### src/rtl/stepper_pkg.sv
// Shared definitions for the stepper sequencer.
//   state_t    : sequencer FSM states (IDLE, RUN, DONE)
//   PH_W       : phase index width, 2 for full-step, 3 when HALF_STEP_EN is defined
//   FULL_TBL   : full-step coil patterns {A, B, A_n, B_n}, index 0..3
//   HALF_TBL   : half-step coil patterns, index 0..7
//   coil_pattern() : phase index -> coil pattern for the configured stepping mode
// Configuration macro: HALF_STEP_EN (half-stepping, 8-entry phase table).
package stepper_pkg;

  typedef enum logic [1:0] {
    IDLE = 2'd0,
    RUN  = 2'd1,
    DONE = 2'd2
  } state_t;

`ifdef HALF_STEP_EN
  localparam int unsigned PH_W    = 3;
  localparam bit          HALF_EN = 1'b1;
`else
  localparam int unsigned PH_W    = 2;
  localparam bit          HALF_EN = 1'b0;
`endif

  // Packed tables: element [i] is the pattern for phase index i.
  localparam logic [3:0][3:0] FULL_TBL = {4'b1001, 4'b0011, 4'b0110, 4'b1100};
  localparam logic [7:0][3:0] HALF_TBL = {4'b1001, 4'b0001, 4'b0011, 4'b0010,
                                          4'b0110, 4'b0100, 4'b1100, 4'b1000};

  function automatic logic [3:0] coil_pattern(input logic [2:0] ph);
    if (HALF_EN) return HALF_TBL[ph];
    else         return FULL_TBL[ph[1:0]];
  endfunction

endpackage

### src/rtl/stepper_sequencer_if.sv
// Command/status bundle between the motion control logic and the sequencer.
//   start, dir, n_steps, abort : move command (master -> slave)
//   coils, busy, done, steps_left : coil drive and move status (slave -> master)
// Modports: master (control logic / bench), slave (stepper_sequencer).
interface stepper_sequencer_if #(
  parameter int unsigned STEP_W = 16
);
  logic              start;
  logic              dir;
  logic [STEP_W-1:0] n_steps;
  logic              abort;
  logic [3:0]        coils;
  logic              busy;
  logic              done;
  logic [STEP_W-1:0] steps_left;

  modport master (
    output start, dir, n_steps, abort,
    input  coils, busy, done, steps_left
  );

  modport slave (
    input  start, dir, n_steps, abort,
    output coils, busy, done, steps_left
  );
endinterface

### src/rtl/edge_sync.sv
// Two-flop synchroniser plus history flop producing a one-cycle pulse on each
// rising edge of an asynchronous input.
//   clk   : system clock
//   rst_n : synchronous reset, active-low (clears all three flops)
//   d     : asynchronous input
//   rise  : one-cycle pulse, high 2-3 clk after a rise of d
module edge_sync (
  input  logic clk,
  input  logic rst_n,
  input  logic d,
  output logic rise
);
  logic r_s1, r_s2, r_s3;

  always_ff @(posedge clk) begin
    if (!rst_n) begin
      r_s1 <= 1'b0;
      r_s2 <= 1'b0;
      r_s3 <= 1'b0;
    end else begin
      r_s1 <= d;
      r_s2 <= r_s1;
      r_s3 <= r_s2;
    end
  end

  assign rise = r_s2 & ~r_s3;
endmodule

### src/rtl/stepper_sequencer.sv
// Unipolar stepper motor sequencer. Each rising edge of step_clk (an
// asynchronous data input, not a clock) advances the motor one phase in the
// commanded direction until the commanded step count is exhausted or the
// move is aborted. Coils hold their last pattern between moves.
//   clk      : system clock
//   rst_n    : synchronous reset, active-low
//   step_clk : divided square wave from the clock divider
//   bus      : slave side of stepper_sequencer_if (command in, coils/status out)
// Configuration macro: HALF_STEP_EN selects 8-phase half-stepping.
module stepper_sequencer
  import stepper_pkg::*;
#(
  parameter int unsigned STEP_W = 16
) (
  input  logic                 clk,
  input  logic                 rst_n,
  input  logic                 step_clk,
  stepper_sequencer_if.slave   bus
);

  state_t            r_state,  w_state_next;
  logic [PH_W-1:0]   r_phase,  w_phase_next;
  logic [PH_W-1:0]   w_phase_adv;
  logic              r_dir,    w_dir_next;
  logic [STEP_W-1:0] r_steps_left, w_steps_next;
  logic [3:0]        r_coils,  w_coils_next;
  logic              w_step_edge;

  edge_sync u_step_sync (
    .clk   (clk),
    .rst_n (rst_n),
    .d     (step_clk),
    .rise  (w_step_edge)
  );

  // Phase index wraps naturally at its width (mod 4 or mod 8).
  assign w_phase_adv = r_dir ? r_phase + PH_W'(1) : r_phase - PH_W'(1);

  always_ff @(posedge clk) begin
    if (!rst_n) begin
      r_state      <= IDLE;
      r_phase      <= '0;
      r_dir        <= 1'b0;
      r_steps_left <= '0;
      r_coils      <= '0;
    end else begin
      r_state      <= w_state_next;
      r_phase      <= w_phase_next;
      r_dir        <= w_dir_next;
      r_steps_left <= w_steps_next;
      r_coils      <= w_coils_next;
    end
  end

  always_comb begin
    w_state_next = r_state;
    w_phase_next = r_phase;
    w_dir_next   = r_dir;
    w_steps_next = r_steps_left;
    w_coils_next = r_coils;

    case (r_state)
      IDLE: begin
        if (bus.start) begin
          if (bus.n_steps != '0) begin
            w_dir_next   = bus.dir;
            w_steps_next = bus.n_steps;
            w_coils_next = coil_pattern(3'(r_phase));
            w_state_next = RUN;
          end else begin
            w_state_next = DONE;
          end
        end
      end
      RUN: begin
        // Abort takes priority so a coincident edge never moves the motor.
        if (bus.abort) begin
          w_state_next = DONE;
        end else if (w_step_edge) begin
          w_phase_next = w_phase_adv;
          w_coils_next = coil_pattern(3'(w_phase_adv));
          w_steps_next = r_steps_left - STEP_W'(1);
          if (r_steps_left == STEP_W'(1)) w_state_next = DONE;
        end
      end
      DONE:    w_state_next = IDLE;
      default: w_state_next = IDLE;
    endcase
  end

  assign bus.coils      = r_coils;
  assign bus.busy       = (r_state == RUN);
  assign bus.done       = (r_state == DONE);
  assign bus.steps_left = r_steps_left;

endmodule
### src/flat_wrapper.sv
// flat-port wrapper written by rule: the top's interface ports become plain ports
module stepper_sequencer_flat import stepper_pkg::*;
#(
  parameter int unsigned STEP_W = 16
)
  (clk, rst_n, step_clk, bus_start, bus_dir, bus_n_steps, bus_abort, bus_coils, bus_busy, bus_done, bus_steps_left);
  stepper_sequencer_if #(.STEP_W(STEP_W)) bus_i ();
  input  logic clk;
  input  logic rst_n;
  input  logic step_clk;
  input wire logic [$bits(bus_i.start)-1:0] bus_start;
  input wire logic [$bits(bus_i.dir)-1:0] bus_dir;
  input wire logic [$bits(bus_i.n_steps)-1:0] bus_n_steps;
  input wire logic [$bits(bus_i.abort)-1:0] bus_abort;
  output wire logic [$bits(bus_i.coils)-1:0] bus_coils;
  output wire logic [$bits(bus_i.busy)-1:0] bus_busy;
  output wire logic [$bits(bus_i.done)-1:0] bus_done;
  output wire logic [$bits(bus_i.steps_left)-1:0] bus_steps_left;
  assign bus_i.start = bus_start;
  assign bus_i.dir = bus_dir;
  assign bus_i.n_steps = bus_n_steps;
  assign bus_i.abort = bus_abort;
  assign bus_coils = bus_i.coils;
  assign bus_busy = bus_i.busy;
  assign bus_done = bus_i.done;
  assign bus_steps_left = bus_i.steps_left;
  stepper_sequencer #(.STEP_W(STEP_W)) u_core (.clk(clk), .rst_n(rst_n), .step_clk(step_clk), .bus(bus_i));
endmodule
### config.mk
export PLATFORM = sky130hd
export DESIGN_NAME = stepper_sequencer_flat
export DESIGN_NICKNAME = d
export VERILOG_FILES = /design/src/rtl/stepper_pkg.sv /design/src/rtl/stepper_sequencer_if.sv /design/src/rtl/edge_sync.sv /design/src/rtl/stepper_sequencer.sv /design/src/flat_wrapper.sv
export SDC_FILE = /design/constraint.sdc
export NUM_CORES = 1
export LEC_CHECK = 0
export CAP_MARGIN = 20
export CELL_PAD_IN_SITES_DETAIL_PLACEMENT = 0
export CELL_PAD_IN_SITES_GLOBAL_PLACEMENT = 1
export CORE_ASPECT_RATIO = 0.6
export CORE_MARGIN = 5
export CORE_UTILIZATION = 37
export CTS_CLUSTER_SIZE = 14
export DETAILED_ROUTE_END_ITERATION = 12
export HOLD_SLACK_MARGIN = 0.03
export PLACE_DENSITY_LB_ADDON = 0.1
export SLEW_MARGIN = 20
export SYNTH_ARGS = -nofsm -noshare
export SYNTH_HDL_FRONTEND = slang
export SYNTH_SLANG_ARGS = --single-unit
### constraint.sdc
create_clock -name clk -period 4 [get_ports clk]
set_clock_uncertainty 0.15 [all_clocks]
set_input_delay 0.4 -clock clk [delete_from_list [all_inputs] [get_ports clk]]
set_output_delay 0.4 -clock clk [all_outputs]
set_load 0.02 [all_outputs]
# After elaboration in Yosys (flattened, before gate mapping)
# Cells that the tools add are included.
dict set report totals {
  reg_bits 28
  in_bits 22
  elab_cells 53
}
dict set report op_classes {
  n_bitwise 3
  n_reduce_logical 7
  eq_ne 9
  muxes 21
  addsub 3
  order_cmp 2
}
# cell n
set ops {}
lappend ops {{16-bit two-way mux} 4}
lappend ops {{16-bit one-hot mux with 2 select lines} 1}
lappend ops {{4-bit two-way mux} 6}
lappend ops {{4-bit binary-select mux with 2-bit select} 2}
lappend ops {{16-bit by 1-bit == test with 1-bit output, second input constant} 1}
lappend ops {{16-bit nonzero test} 1}
lappend ops {{16-bit by 1-bit subtractor with 16-bit output, second input constant} 1}
lappend ops {{2-bit two-way mux} 6}
lappend ops {{3-bit AND reduction} 3}
lappend ops {{4-bit one-hot mux with 2 select lines} 1}
lappend ops {{2-bit by 3-bit less-than comparator with 1-bit output, second input constant} 2}
lappend ops {{3-bit by 2-bit != test with 1-bit output, second input constant} 2}
lappend ops {{5-bit AND reduction} 1}
lappend ops {{2-bit by 1-bit != test with 1-bit output, second input constant} 2}
lappend ops {{2-bit != test, second input constant} 2}
lappend ops {{2-bit one-hot mux with 2 select lines} 1}
lappend ops {{2-bit by 1-bit adder with 2-bit output, second input constant} 1}
lappend ops {{2-bit by 1-bit == test with 1-bit output, second input constant} 1}
lappend ops {{2-bit == test, second input constant} 1}
lappend ops {{2-bit logical NOT} 1}
lappend ops {{1-bit inverter} 2}
lappend ops {{2-bit nonzero test} 1}
lappend ops {{2-bit by 1-bit subtractor with 2-bit output, second input constant} 1}
lappend ops {{1-bit bitwise AND} 1}

# Depth between registers and ports, before layout
# Gate-level depths: netlist of the first run.
dict set report depth {
  word_depth 7
  mapped_depth 8
  mapped_depth_nobuf 7
}

# Cells and area by module
# A second synthesis of the first run with hierarchy kept.
dict set report hier_totals {
  cells_unflattened 207
  hier_area_um2 1622.8
}
# module seq_area_each_um2 instances cells_each area_per_inst_um2
set modules_own_cells {}
lappend modules_own_cells {stepper_sequencer 500.5 1 200 1530.2}
lappend modules_own_cells {edge_sync 60.1 1 7 92.6}

# Worst setup path before layout of the first run
# OpenSTA, ideal clock, no wires.
dict set report synth_timing {
  path_type {flip-flop to flip-flop}
  start {reg u_core.r_steps_left[0], in the netlist u_core.bus.steps_left[0]}
  end {reg u_core.r_steps_left[12], in the netlist u_core.bus.steps_left[12]}
  path_stages_with_launch 8
  period_less_slack_ns 2.148
  setup_ns 0.116
  arrival_ns 1.882
  path_slack_ns 1.852
  cell_sequence {dfxtp_1 -> inv_1 -> ha_1 -> or3b_2 -> buf_2 -> o41ai_1 -> a21oi_1 -> a31o_2}
}
dict set report synth_via {
  elab_chain_cells 4
}
# element line
set synth_rtl {}
lappend synth_rtl {{start: declaration} stepper_sequencer.sv:25} ;# logic [STEP_W-1:0] r_steps_left, w_steps_next;
lappend synth_rtl {{start signal: assignment} stepper_sequencer.sv:50} ;# r_steps_left <= w_steps_next;
lappend synth_rtl {{16-bit by 1-bit subtractor with 16-bit output} stepper_sequencer.sv:82} ;# w_steps_next = r_steps_left - STEP_W'(1);
lappend synth_rtl {{16-bit two-way mux} stepper_sequencer.sv:79} ;# end else if (w_step_edge) begin
lappend synth_rtl {{16-bit two-way mux} stepper_sequencer.sv:77} ;# if (bus.abort) begin
lappend synth_rtl {{16-bit one-hot mux with 2 select lines} stepper_sequencer.sv:62} ;# case (r_state)
# Every way passes these cells. The select of a mux whose other input is x is not followed.
# A chain may end at the register's enable or synchronous reset.

# Worst setup path in the final report of the first run
dict set report layout_timing {
  start {in bus_n_steps[7]}
  end {reg u_core.r_steps_left[3], in the netlist u_core.bus.steps_left[3]}
}
dict set report layout_via {
  elab_chain_cells 3
}
# element line
set layout_rtl {}
lappend layout_rtl {{start: declaration} flat_wrapper.sv:13} ;# input wire logic [$bits(bus_i.n_steps)-1:0] bus_n_steps;
lappend layout_rtl {{16-bit nonzero test} stepper_sequencer.sv:65} ;# if (bus.n_steps != '0) begin
lappend layout_rtl {{2-bit by 1-bit != test with 1-bit output (no line)} --}
lappend layout_rtl {{5-bit AND reduction (no line)} --}
# Every way passes these cells.

==> results of run 1 <==
## stage by stage
stage / setup slack [ns] / std cells / hold slack, ns
floorplan: 1.85 / 192 / 0.262
global placement: 1.24 / 287 / 0.278
detailed placement: 1.10 / 287 / 0.281
CTS: 1.36 / 291 / 0.305
global route: 1.18 / 291 / 0.315
finish: 1.36 / 291 / 0.295
## routing by layer
layer	GRT usage	wire length, um	part of all wire
met5	0	0	0
met2	0.249	1940	0.40
met4	0.0334	17	0.0036
met1	0.271	2460	0.51
met3	0.0428	370	0.077
## area by class of cell
| type | count | area (um^2) |
|---|---|---|
| repair buffers | 46 | 453 |
| fillers | 383 | 2000 |
| flip-flops and latches | 28 | 561 |
| clock buffers | 4 | 55.1 |
| well taps | 60 | 75.1 |
| inverters | 4 | 15.0 |
| multi-input cells | 149 | 917 |
## flip-flops by register name (all words and copies together) (netlist names)
name,cells
u_core.u_step_sync.r_s2,1
u_core.u_step_sync.r_s3,1
u_core.u_step_sync.r_s1,1
u_core.r_dir,1
u_core.bus.coils,4
u_core.r_phase,2
u_core.r_state,2
u_core.bus.steps_left,16
## power by group through the flow
stage,registers (uW),logic (uW),clock network (uW)
6_report,325,252,179
5_1_grt,329,272,197
4_1_cts,324,251,185
3_5_place_dp,331,249,0
3_3_place_gp,330,249,0
2_1_floorplan,347,138,0
## cells in the mapped netlist (2+ instances only)
library cell	n	area, um^2
sky130_fd_sc_hd__and2_1	4	25.0
sky130_fd_sc_hd__inv_1	3	11.3
sky130_fd_sc_hd__o31ai_1	3	22.5
sky130_fd_sc_hd__o211ai_1	2	15.0
sky130_fd_sc_hd__dfxtp_1	28	561
sky130_fd_sc_hd__ha_1	2	25.0
sky130_fd_sc_hd__nor3_1	6	30.0
sky130_fd_sc_hd__xor2_1	4	35.0
sky130_fd_sc_hd__a21boi_0	2	15.0
sky130_fd_sc_hd__clkbuf_1	6	22.5
sky130_fd_sc_hd__nand2b_1	5	31.3
sky130_fd_sc_hd__mux2i_1	2	20.0
sky130_fd_sc_hd__a21oi_1	11	55.1
sky130_fd_sc_hd__o21ai_0	14	70.1
sky130_fd_sc_hd__nor4_1	6	37.5
sky130_fd_sc_hd__a22o_1	2	17.5
sky130_fd_sc_hd__nand2_1	21	78.8
sky130_fd_sc_hd__nor2b_1	3	18.8
sky130_fd_sc_hd__o21a_1	3	22.5
sky130_fd_sc_hd__buf_2	4	20.0
sky130_fd_sc_hd__nand3_1	9	45.0
sky130_fd_sc_hd__nor2_1	17	63.8
sky130_fd_sc_hd__or3_2	2	15.0
sky130_fd_sc_hd__xnor2_1	2	17.5
sky130_fd_sc_hd__a22oi_1	4	30.0
sky130_fd_sc_hd__a31o_2	3	26.3
sky130_fd_sc_hd__o22ai_1	5	31.3
## worst min path at each step
stage                       startpoint                 endpoint  slack, ns  cells after the start
3_5_place_dp   u_core.u_step_sync.r_s1  u_core.u_step_sync.r_s2       0.28                      1
2_1_floorplan  u_core.u_step_sync.r_s1  u_core.u_step_sync.r_s2       0.26                      1
5_1_grt        u_core.u_step_sync.r_s1  u_core.u_step_sync.r_s2       0.32                      1
6_report       u_core.u_step_sync.r_s1  u_core.u_step_sync.r_s2       0.30                      1
4_1_cts        u_core.u_step_sync.r_s1  u_core.u_step_sync.r_s2       0.30                      1
3_3_place_gp   u_core.u_step_sync.r_s1  u_core.u_step_sync.r_s2       0.28                      1
## cells by family after synthesis
kind of cell / Yosys count
buf+inv: 15
flops: 28
fa+ha+maj: 2
mux: 2
simple gates: 82
xor+xnor: 6
compound gates: 57
==> results.sh, run 1 <==
export IMPL_count_of_h_tree_levels_built_during_cts=1
export IMPL_cp_num_cells=7
export IMPL_timing_worst_setup_path_type="in -> reg"
export IMPL_p_clk_frac=0.237
export IMPL_worstPathMaxFanout=8
export IMPL_first_pass_iters=4
export IMPL_totalNegativeSetupSlack_ns=0
export IMPL_synth_sequential_area_ratio=0.362
export IMPL_io_pin_count=44
export IMPL_count_of_buffers_added_by_post_cts_timing_repair_for_setup=0
export IMPL_synth_register_bits=28
export IMPL_detailed_place_hpwl_um=3600
export IMPL_synth_adder_area_share=0.0162
export IMPL_p_leak_uw=0.000772
export IMPL_layout_commonest_cell="sky130_fd_sc_hd__clkdlybuf4s50_1"
export IMPL_port_buffers=43
export IMPL_synthesis_area_per_instance_um2=8.05
export IMPL_grt_antenna_before_repair=0
export IMPL_gpl_final_weighted_congestion=0.888
export IMPL_timing_critical_path_cells="clkdlybuf4s50_1 > nor4_1 > nand4_1 > o21ai_0 > buf_4 > nor3b_1 > a31o_2"
export IMPL_yosysWarnings=0
export IMPL_layout_cells_most_common_list="sky130_fd_sc_hd__clkdlybuf4s50_1, sky130_fd_sc_hd__dfxtp_1, sky130_fd_sc_hd__nand2_1"
export IMPL_cp_startpoint="bus_n_steps[7]"
export IMPL_post_synth_inst_count=192
export IMPL_finalHoldViolCount=0
export IMPL_cap_viol_max_count=0
export IMPL_synth_compound_area_frac=0.243
export IMPL_largest_family_of_logic_cells_by_synthesized_area="simple AND/OR/NAND/NOR gates"
export IMPL_synth_top_flop_cell="sky130_fd_sc_hd__dfxtp_1"
export IMPL_cts_max_path_buffers=2
export IMPL_finalSetupViolCount=0
export IMPL_synth_nets=216
export IMPL_post_cts_resized_instances=0
export IMPL_max_slew_worst_pin_slew_ns=0.786
export IMPL_fp_row_count=18
export IMPL_power_total_uw=755
export IMPL_end_kind="flip-flop"
export IMPL_drive_gt1_frac=0.0736
export IMPL_drtIter0Drc=146
export IMPL_dieWidth_um=93.5
export IMPL_critical_path_max_stage_delay_ns=0.62
export IMPL_critical_path_slowest_cell="sky130_fd_sc_hd__o21ai_0"
export IMPL_grt_start_max_net_pins=31
export IMPL_clkTransAtPathRegs_ns=0.10
export IMPL_overall_global_routing_usage=0.177
export IMPL_timing_critical_path_arrival_ns=2.66
export IMPL_maxClockFrequency_ghz=0.379
export IMPL_cts_num_sinks=28
export IMPL_setup_repair_after_global_routing_missed_its_margin="false"
export IMPL_detail_route_drc_violations=0
export IMPL_reg2reg_to="u_core.bus.steps_left[15]"
export IMPL_critPathBufInv=2
export IMPL_rrSetupSlack_ns=1.65
export IMPL_cp_top_family="compound AO/OA/AOI/OAI gates"
export IMPL_worstSkewPairLatency_ns=0.27
export IMPL_initial_utilization=0.379
export IMPL_coreArea_mm2=0.00408
export IMPL_synth_lib_cells_used_distinct=46
export IMPL_grt_ovfl_total=0
export IMPL_comb_power_share=0.333
export IMPL_netlist_area_mm2=0.00155
export IMPL_intPower_uw=500
export IMPL_ctsHoldBuffers=0
export IMPL_die_h_um=60.1
export IMPL_drt_wl_total_um=4780
export IMPL_route_vias_total=1609
export IMPL_timing_reg2reg_worst_path_depth=6
export IMPL_postSynth_asyncResetShare=0
export IMPL_cp_data_required_time_ns=4.03
export IMPL_post_dp_cell_area_mm2=0.00202
export IMPL_timing_max_transition_violations_final=0
export IMPL_area_growth_pct=34.2
export IMPL_final_period_minus_worst_setup_slack_ns=2.64
export IMPL_post_route_util=0.509
export IMPL_p_per_area_mw_per_mm2=364
export IMPL_synthXorXnorAreaFrac=0.0340
export IMPL_postLayoutCellArea_mm2=0.00208
export IMPL_cts_root_buf="sky130_fd_sc_hd__clkbuf_8"
export IMPL_route_detailed_vias_per_inst=5.53
export IMPL_peakVddDrop_mv=0.203
export IMPL_reg2reg_from="u_core.r_state[0]"
export IMPL_startpoint_type="primary input"
export IMPL_number_of_flops_mapped_to_enable_cells_by_yosys=0
export IMPL_fin_crit_sh=0.659
export IMPL_dieArea_mm2=0.00562
export IMPL_switching_power_uw=255
export IMPL_crit_end="u_core.bus.steps_left[3]"
export IMPL_outcome="complete, no violations"
export IMPL_post_synth_mux_area_share=0.0129
export IMPL_synthesized_area_fraction_occupied_by_and_or_nand_nor_cells=0.287
export IMPL_nets=256
export IMPL_detail_route_wl_per_cell_um=16.4
export IMPL_global_route_wire_length_before_repair_um=7780
export IMPL_tritoncts_clock_tree="done"
export IMPL_ant_nets_after_route=0
export IMPL_min_delay_path_class="reg -> reg"
export IMPL_power_switching_share=0.338
export IMPL_grt_pass1_vias=1504
export IMPL_seqPwrFrac=0.430
export IMPL_worst_slew_margin_rel=0.472
export IMPL_numCtsBuffers=3
export IMPL_num_antenna_cells=0
Power figures use the tool's default switching activity.
==> run 2, diff against run 1 <==
CORE_UTILIZATION = 34   (was 37)
clock period = 2.6 ns   (was 4 ns; I/O delays follow)
==> run 2 against run 1 <==
Compared with the run above: die area rose by 7.6%; clock power rose by 55%; worst hold slack improved by 0.0015 ns; non-clock buffer count rose by 7; cell area rose by 2.7%; sequential share of layout area fell by 0.71 points; critical endpoint unchanged; highest routed layer unchanged.
==> results.sh, run 2 (synthesis results as in run 1) <==
export IMPL_route_vias_total=1605
export IMPL_dieWidth_um=97.1
export IMPL_count_of_h_tree_levels_built_during_cts=1
export IMPL_detailed_place_hpwl_um=3770
export IMPL_tritoncts_clock_tree="done"
export IMPL_fp_row_count=19
export IMPL_totalNegativeSetupSlack_ns=0
export IMPL_setup_repair_after_global_routing_missed_its_margin="false"
export IMPL_reg2reg_from="u_core.bus.steps_left[0]"
export IMPL_nets=263
export IMPL_critical_path_slowest_cell="sky130_fd_sc_hd__o21a_1"
export IMPL_first_pass_iters=4
export IMPL_cp_data_required_time_ns=2.63
export IMPL_hold_slack_ns=0.297
export IMPL_p_per_area_mw_per_mm2=552
export IMPL_port_buffers=43
export IMPL_rrSetupSlack_ns=0.40
export IMPL_gpl_final_weighted_congestion=0.890
export IMPL_clkTransAtPathRegs_ns=0.10
export IMPL_initial_utilization=0.344
export IMPL_global_route_wire_length_before_repair_um=8020
export IMPL_io_pin_count=44
export IMPL_timing_max_transition_violations_final=0
export IMPL_coreArea_mm2=0.00449
export IMPL_drive_gt1_frac=0.101
export IMPL_final_setup_worst_slack_ns=0.390
export IMPL_area_growth_pct=37.9
export IMPL_drtIter0Drc=85
export IMPL_busiest_layer="met2"
export IMPL_critPathBufInv=1
export IMPL_cts_root_buf="sky130_fd_sc_hd__clkbuf_8"
export IMPL_grt_antenna_before_repair=0
export IMPL_dieArea_mm2=0.00604
export IMPL_layout_commonest_cell="sky130_fd_sc_hd__clkdlybuf4s50_1"
export IMPL_grt_met1_usage=0.232
export IMPL_finalHoldViolCount=0
export IMPL_detail_route_wl_per_cell_um=16.6
export IMPL_critical_path_max_stage_delay_ns=0.55
export IMPL_power_total_uw=1180
export IMPL_worstPathMaxFanout=16
export IMPL_drt_wl_total_um=4990
export IMPL_timing_critical_path_cells="clkdlybuf4s50_1 > nand4bb_1 > a21oi_1 > o21a_1 > o21ai_0 > a31o_2"
export IMPL_maxClockFrequency_ghz=0.452
export IMPL_overall_global_routing_usage=0.163
export IMPL_cts_num_sinks=28
export IMPL_startpoint_type="primary input"
export IMPL_route_detailed_vias_per_inst=5.33
export IMPL_timing_worst_setup_path_type="in -> reg"
export IMPL_grt_pass1_vias=1630
export IMPL_met2_usage=0.237
export IMPL_max_slew_worst_pin_slew_ns=0.572
export IMPL_post_cts_resized_instances=0
export IMPL_layout_cells_most_common_list="sky130_fd_sc_hd__clkdlybuf4s50_1, sky130_fd_sc_hd__dfxtp_1, sky130_fd_sc_hd__nand2_1"
export IMPL_cp_startpoint="bus_abort"
export IMPL_fin_crit_sh=0.850
export IMPL_cp_top_family="compound AO/OA/AOI/OAI gates"
export IMPL_end_kind="flip-flop"
export IMPL_count_of_buffers_added_by_post_cts_timing_repair_for_setup=0
export IMPL_numCtsBuffers=3
export IMPL_finalSetupViolCount=0
export IMPL_peakVddDrop_mv=0.210
export IMPL_die_h_um=62.2
export IMPL_cts_max_path_buffers=2
export IMPL_min_delay_path_class="reg -> reg"
export IMPL_timing_reg2reg_worst_path_depth=6
export IMPL_grt_ovfl_total=0
export IMPL_worst_slew_margin_rel=0.619
export IMPL_ant_nets_after_route=0
export IMPL_p_leak_uw=0.000806
export IMPL_cap_viol_max_count=0
export IMPL_crit_end="u_core.bus.steps_left[3]"
export IMPL_timing_critical_path_arrival_ns=2.24
export IMPL_grt_start_max_net_pins=18
export IMPL_num_antenna_cells=0
export IMPL_cp_num_cells=6
export IMPL_largest_reg_flops=16
export IMPL_worstSkewPairLatency_ns=0.27
export IMPL_grt_met3_usage=0.0492
export IMPL_final_period_minus_worst_setup_slack_ns=2.21
export IMPL_outcome="complete, no violations"
export IMPL_detail_route_drc_violations=0
export IMPL_ctsHoldBuffers=0
export IMPL_reg2reg_to="u_core.bus.steps_left[12]"
export IMPL_dpl_worst_slack_ns=0.103
-- run 2: cell count changes in the layout (fill, tap and decap cells not counted), sizes merged --
cell / before / now
buf: 3 / 10
-- run 2: through the flow --
step                      cells  instance area (um^2)   util
after floorplan             192                  1550      -
after global placement      297                  2080  0.462
after detailed placement    297                  2080  0.462
after CTS                   301                  2130  0.475
after global routing        301                  2130  0.475
final                       301                  2130  0.475
-- run 2: layout make-up --
cell class              instances  area [um^2]
fillers                       443         2360
multi-input cells             149          917
flip-flops and latches         28          561
repair buffers                 53          505
well taps                      63         78.8
clock buffers                   4         55.1
inverters                       4         15.0
-- run 2: worst reg2reg max path: stages, from the launching register on --
cell and delay (ns):
sky130_fd_sc_hd__dfxtp_1 0.35, sky130_fd_sc_hd__inv_1 0.09, sky130_fd_sc_hd__ha_1 0.20, sky130_fd_sc_hd__or3b_2 0.60, sky130_fd_sc_hd__o41ai_1 0.39, sky130_fd_sc_hd__a21oi_1 0.11
sky130_fd_sc_hd__a31o_2 0.21
-- run 2: how the worst min path moves through the flow --
stage | from | endpoint | slack [ns] | cells after the start
floorplan | step_clk | u_core.u_step_sync.r_s1 | 0.24 | 1
global placement | u_core.u_step_sync.r_s1 | u_core.u_step_sync.r_s2 | 0.27 | 1
detailed placement | u_core.u_step_sync.r_s1 | u_core.u_step_sync.r_s2 | 0.28 | 1
CTS | u_core.u_step_sync.r_s1 | u_core.u_step_sync.r_s2 | 0.31 | 1
global route | u_core.u_step_sync.r_s1 | u_core.u_step_sync.r_s2 | 0.33 | 1
finish | u_core.u_step_sync.r_s1 | u_core.u_step_sync.r_s2 | 0.30 | 1
-- run 2: routing by layer --
| layer | part of all wire | wire length [um] | vias up |
|---|---|---|---|
| li1 | - | - | 792 |
| met1 | 0.50 | 2520 | 757 |
| met2 | 0.44 | 2170 | 54 |
| met3 | 0.055 | 275 | 2 |
| met4 | 0.0036 | 18 | 0 |
| met5 | 0 | 0 | - |
-- run 2: power breakdown --
part           internal [uW]  leakage (uW)  switching (uW)
registers                462      0.000230            38.3
clock network            136     0.0000288             142
logic                    180      0.000547             220
